File: config.mk
export PLATFORM = sky130hd
export DESIGN_NAME = adder4
export DESIGN_NICKNAME = d
export VERILOG_FILES = /design/src/rtl/adder4.sv
export SDC_FILE = /design/constraint.sdc
export NUM_CORES = 1
export LEC_CHECK = 0
export ABC_CLOCK_PERIOD_IN_PS = 1800
export CAP_MARGIN = 20
export CORE_AREA = 5 5 42 44
export CTS_BUF_LIST = sky130_fd_sc_hd__clkbuf_4 sky130_fd_sc_hd__clkbuf_8
export DETAILED_ROUTE_END_ITERATION = 8
export DIE_AREA = 0 0 47 49
export DONT_BUFFER_PORTS = 1
export HOLD_SLACK_MARGIN = 0.03
export PLACE_DENSITY = 0.48
export SYNTH_ARGS = -nofsm -noshare
export SYNTH_HDL_FRONTEND = slang
export SYNTH_SLANG_ARGS = --single-unit
File: constraint.sdc
create_clock -name clk -period 1.8 [get_ports clk]
set_input_delay 0.27 -clock clk [delete_from_list [all_inputs] [get_ports clk]]
set_output_delay 0.27 -clock clk [all_outputs]
set_load 0.005 [all_outputs]
File: src/rtl/adder4.sv
// 4-bit unsigned adder with registered sum and sticky carry flag.
// Define ADDER4_OVF_CNT_EN to add a saturating carry-cycle counter.
module adder4 (
  input  logic       clk,
  input  logic       rst,
  input  logic [3:0] a,
  input  logic [3:0] b,
  output logic [4:0] result,
  output logic [4:0] result_q,
  output logic       carry_seen
`ifdef ADDER4_OVF_CNT_EN
  ,
  output logic [7:0] ovf_count
`endif
);

  logic [4:0] sum_d, sum_q;
  logic       seen_d, seen_q;
  logic       carry;

  assign result = {1'b0, a} + {1'b0, b};
  assign carry  = result[4];

  always_comb begin
    sum_d  = result;
    seen_d = seen_q | carry;
  end

  always_ff @(posedge clk) begin
    if (rst) begin
      sum_q  <= 5'd0;
      seen_q <= 1'b0;
    end else begin
      sum_q  <= sum_d;
      seen_q <= seen_d;
    end
  end

  assign result_q   = sum_q;
  assign carry_seen = seen_q;

`ifdef ADDER4_OVF_CNT_EN
  logic [7:0] cnt_d, cnt_q;

  // Saturate rather than wrap so a long carry run never reads as small.
  always_comb begin
    cnt_d = cnt_q;
    if (carry && (cnt_q != 8'd255)) begin
      cnt_d = cnt_q + 8'd1;
    end
  end

  always_ff @(posedge clk) begin
    if (rst) begin
      cnt_q <= 8'd0;
    end else begin
      cnt_q <= cnt_d;
    end
  end

  assign ovf_count = cnt_q;
`endif

endmodule

==> metrics.txt <==
# TYPE chip_impl_metric gauge
chip_impl_info{name="run_status",value="completed"} 1
chip_impl_metric{name="ys_seq_area_share",unit="%"} 37.5
chip_impl_metric{name="transition_time_at_the_pin_with_the_least_slew_margin",unit="ns"} 0.249
chip_impl_metric{name="use_met1",unit="%"} 5.78
chip_impl_metric{name="route.detailed.drc",unit=""} 0
chip_impl_metric{name="avgRoutedWirePerCell",unit="um"} 11.3
chip_impl_info{name="rsz0062_at_grt",value="no"} 1
chip_impl_metric{name="avgViaCountPerCell",unit=""} 4.06
chip_impl_metric{name="routed-via-count",unit=""} 207
chip_impl_info{name="root_buffer",value="sky130_fd_sc_hd__clkbuf_4"} 1
chip_impl_info{name="synth_most_common_cell",value="sky130_fd_sc_hd__dfxtp_1"} 1
chip_impl_metric{name="die_w",unit="um"} 47
chip_impl_metric{name="floorplan.initialDensity",unit="%"} 22.9
chip_impl_metric{name="top_level_ports",unit=""} 21
chip_impl_info{name="synth.top_cells.by_count",value="sky130_fd_sc_hd__dfxtp_1, sky130_fd_sc_hd__inv_1, sky130_fd_sc_hd__ha_1, sky130_fd_sc_hd__nor2b_1, sky130_fd_sc_hd__nor2_1"} 1
chip_impl_metric{name="fin_area",unit="sq um"} 363
chip_impl_metric{name="grtUsageMet3",unit="%"} 4.43
chip_impl_metric{name="grt.overflow.total",unit=""} 0
chip_impl_metric{name="globalRouteMet2Util",unit="%"} 7.24
chip_impl_metric{name="synthArstFlopShare",unit="%"} 0
chip_impl_metric{name="setup_total_negative_slack",unit="ns"} 0
chip_impl_metric{name="postCtsSetupBuffers",unit=""} 0
chip_impl_metric{name="die_height",unit="um"} 49
chip_impl_metric{name="drt-initial-drc-count",unit=""} 3
chip_impl_metric{name="pwr_density_cell",unit="nW/um^2"} 924
chip_impl_metric{name="number_of_antenna_violations_at_the_first_check_in_global_routing",unit=""} 0
chip_impl_metric{name="ys_types",unit=""} 13
chip_impl_metric{name="ctsHtreeMaxLevel",unit=""} 1
chip_impl_metric{name="cts.clk_slew.worst_paths",unit="ns"} 0.04
chip_impl_metric{name="design.core.area",unit="sq um"} 1400
chip_impl_info{name="synth_top_area_cell",value="sky130_fd_sc_hd__dfxtp_1"} 1
chip_impl_metric{name="synth_largest_type_area_fraction",unit="%"} 37.5
chip_impl_metric{name="grt_use_total",unit="%"} 6.01
chip_impl_metric{name="synthesized_instance_count",unit=""} 32
chip_impl_metric{name="final_min_period",unit="ns"} 1.48
chip_impl_metric{name="ctsResizeCount",unit=""} 0
chip_impl_metric{name="synth_enable_flop_cells",unit=""} 0
chip_impl_metric{name="route.final.wire_length",unit="um"} 577
chip_impl_metric{name="first_global_vias",unit=""} 228
chip_impl_metric{name="yosys_warnings",unit=""} 0
chip_impl_info{name="worstHoldPathType",value="input port to flip-flop"} 1
chip_impl_metric{name="share_of_final_layout_standard_cells_stronger_than_drive_strength_1",unit="%"} 14.3
chip_impl_metric{name="grt_pass1_wl",unit="um"} 952
chip_impl_metric{name="floorplan.rows",unit=""} 14
chip_impl_metric{name="syn2layout_area_growth",unit="%"} 13.3
chip_impl_metric{name="design.final.nets",unit=""} 52
chip_impl_metric{name="worst_skew_pair.late_latency",unit="ns"} 0.23
chip_impl_metric{name="place_congestion",unit=""} 0.610
chip_impl_metric{name="antenna_violating_nets_post_route",unit=""} 0
chip_impl_metric{name="synth_nets",unit=""} 47
chip_impl_metric{name="static-leakage-power",unit="nW"} 0.171
chip_impl_metric{name="critical_path_required",unit="ns"} 1.53
chip_impl_metric{name="timing.slew.headroom",unit="%"} 83.3
chip_impl_info{name="criticalPathCategory",value="input port to output port"} 1
chip_impl_info{name="top_usage_layer",value="met2"} 1
chip_impl_metric{name="cp_data_arrival_time",unit="ns"} 1.21
chip_impl_metric{name="cts.path.max_buffers",unit=""} 2
chip_impl_metric{name="max_cap_violations",unit=""} 0
chip_impl_info{name="synth_top_flop_cell",value="sky130_fd_sc_hd__dfxtp_1"} 1
chip_impl_metric{name="synthesis.area",unit="sq um"} 320
chip_impl_metric{name="timing_hold_violations_final",unit=""} 0
chip_impl_metric{name="cts_hold_repair.buffers",unit=""} 0
chip_impl_metric{name="total_cts_buffers",unit=""} 3
chip_impl_metric{name="ys_seq_elements",unit=""} 6
chip_impl_info{name="critical_path.startpoint_type",value="input port"} 1
chip_impl_metric{name="setup_viol",unit=""} 0
chip_impl_metric{name="number_of_buffers_added_on_ports",unit=""} 0
chip_impl_metric{name="worst_ir_drop_vdd",unit="uV"} 205
chip_impl_metric{name="n_antenna_cell",unit=""} 0
chip_impl_metric{name="dpl_cell_area",unit="sq um"} 340
chip_impl_metric{name="cts.sinks",unit=""} 6
chip_impl_metric{name="post_synth.cell_area_avg",unit="sq um"} 10.0
chip_impl_info{name="end_kind",value="output port"} 1
chip_impl_info{name="clock_tree_from_tritoncts",value="done"} 1
chip_impl_metric{name="fp.dieArea",unit="sq um"} 2300
chip_impl_metric{name="worstPathMaxFanout",unit=""} 3
chip_impl_info{name="synth.top_cells.by_area",value="sky130_fd_sc_hd__dfxtp_1, sky130_fd_sc_hd__ha_1, sky130_fd_sc_hd__nor2b_1"} 1
chip_impl_metric{name="fin_skew",unit="ns"} 0
chip_impl_metric{name="timing.final.crit_share",unit="%"} 82.0
chip_impl_metric{name="drv_slew",unit=""} 0
chip_impl_metric{name="grt_max_degree",unit=""} 8
chip_impl_metric{name="max_freq",unit="MHz"} 677
chip_impl_metric{name="detailedRoute.firstPassIterationCount",unit=""} 2
worst paths after layout:
kind / start / end / slack, ns / cells past startpoint
min reg2reg: carry_seen / carry_seen / 0.51 / 2
max reg2reg: carry_seen / carry_seen / 1.22 / 2
min: rst / result_q[1] / 0.1 / 1
max: a[0] / result[4] / 0.32 / 6
critical path, cell delays in order:
cell and delay, ns:
sky130_fd_sc_hd__ha_1 0.15, sky130_fd_sc_hd__inv_1 0.05, sky130_fd_sc_hd__fa_1 0.39, sky130_fd_sc_hd__nor2b_1 0.12
sky130_fd_sc_hd__o21ai_1 0.10, sky130_fd_sc_hd__nand2_1 0.11
per-stage QoR:
| stage | power (mW) | worst slack [ns] | cells | util, % | hold WS (ns) |
|---|---|---|---|---|---|
| floorplan | 0.212 | 0.404 | 32 | - | 0.337 |
| global placement | 0.224 | 0.303 | 48 | 24.3 | 0.341 |
| detailed placement | 0.225 | 0.313 | 48 | 24.3 | 0.339 |
| CTS | 0.343 | 0.305 | 51 | 25.9 | 0.0917 |
| global route | 0.359 | 0.257 | 51 | 25.9 | 0.0902 |
| finish | 0.335 | 0.323 | 51 | 25.9 | 0.0988 |
layout make-up:
cell class,count,area (sq um)
well taps,16,20.0
fillers,159,1040
multi-input cells,21,181
inverters,5,18.8
flip-flops and latches,6,120
clock buffers,3,22.5
routing by layer:
metal	routed length, um	vias to the layer above
met4	20	0
met2	257	13
met3	111	2
met1	188	82
met5	0	-
li1	-	110
kinds of logic after synthesis:
family / share of synthesized area, %
muxes: 4.69
buffers and inverters: 5.86
xor gates and xnor gates: 5.47
and+or+nand+nor: 12.5
DFF: 37.5
adders and majority gates: 21.9
AOI/OAI and AO/OA: 12.1
power by group:
group | switching, mW | internal, mW
registers | 0.00733 | 0.147
clock network | 0.0402 | 0.0749
logic | 0.0338 | 0.0318
total | 0.0813 | 0.254
flip-flops by register name, indices dropped and copies added (netlist names):
name / flops
carry_seen: 1
result_q: 5
layout by cell type (no fill, tap or decap):
| master | netlist | routed |
|---|---|---|
| sky130_fd_sc_hd__o21ai_1 | 1 | 1 |
| sky130_fd_sc_hd__nand2_1 | 1 | 1 |
| sky130_fd_sc_hd__nor2b_1 | 4 | 4 |
| sky130_fd_sc_hd__nor2_1 | 3 | 3 |
| sky130_fd_sc_hd__a21oi_4 | 1 | 1 |
| sky130_fd_sc_hd__a21o_1 | 1 | 1 |
| sky130_fd_sc_hd__mux2_4 | 1 | 1 |
| sky130_fd_sc_hd__inv_1 | 5 | 5 |
| sky130_fd_sc_hd__a21oi_1 | 2 | 2 |
| sky130_fd_sc_hd__ha_1 | 4 | 4 |
| sky130_fd_sc_hd__xnor2_1 | 2 | 2 |
| sky130_fd_sc_hd__fa_1 | 1 | 1 |
| sky130_fd_sc_hd__dfxtp_1 | 6 | 6 |
| sky130_fd_sc_hd__clkbuf_4 | 0 | 3 |
No activity file was read; power rests on OpenSTA's default activity.
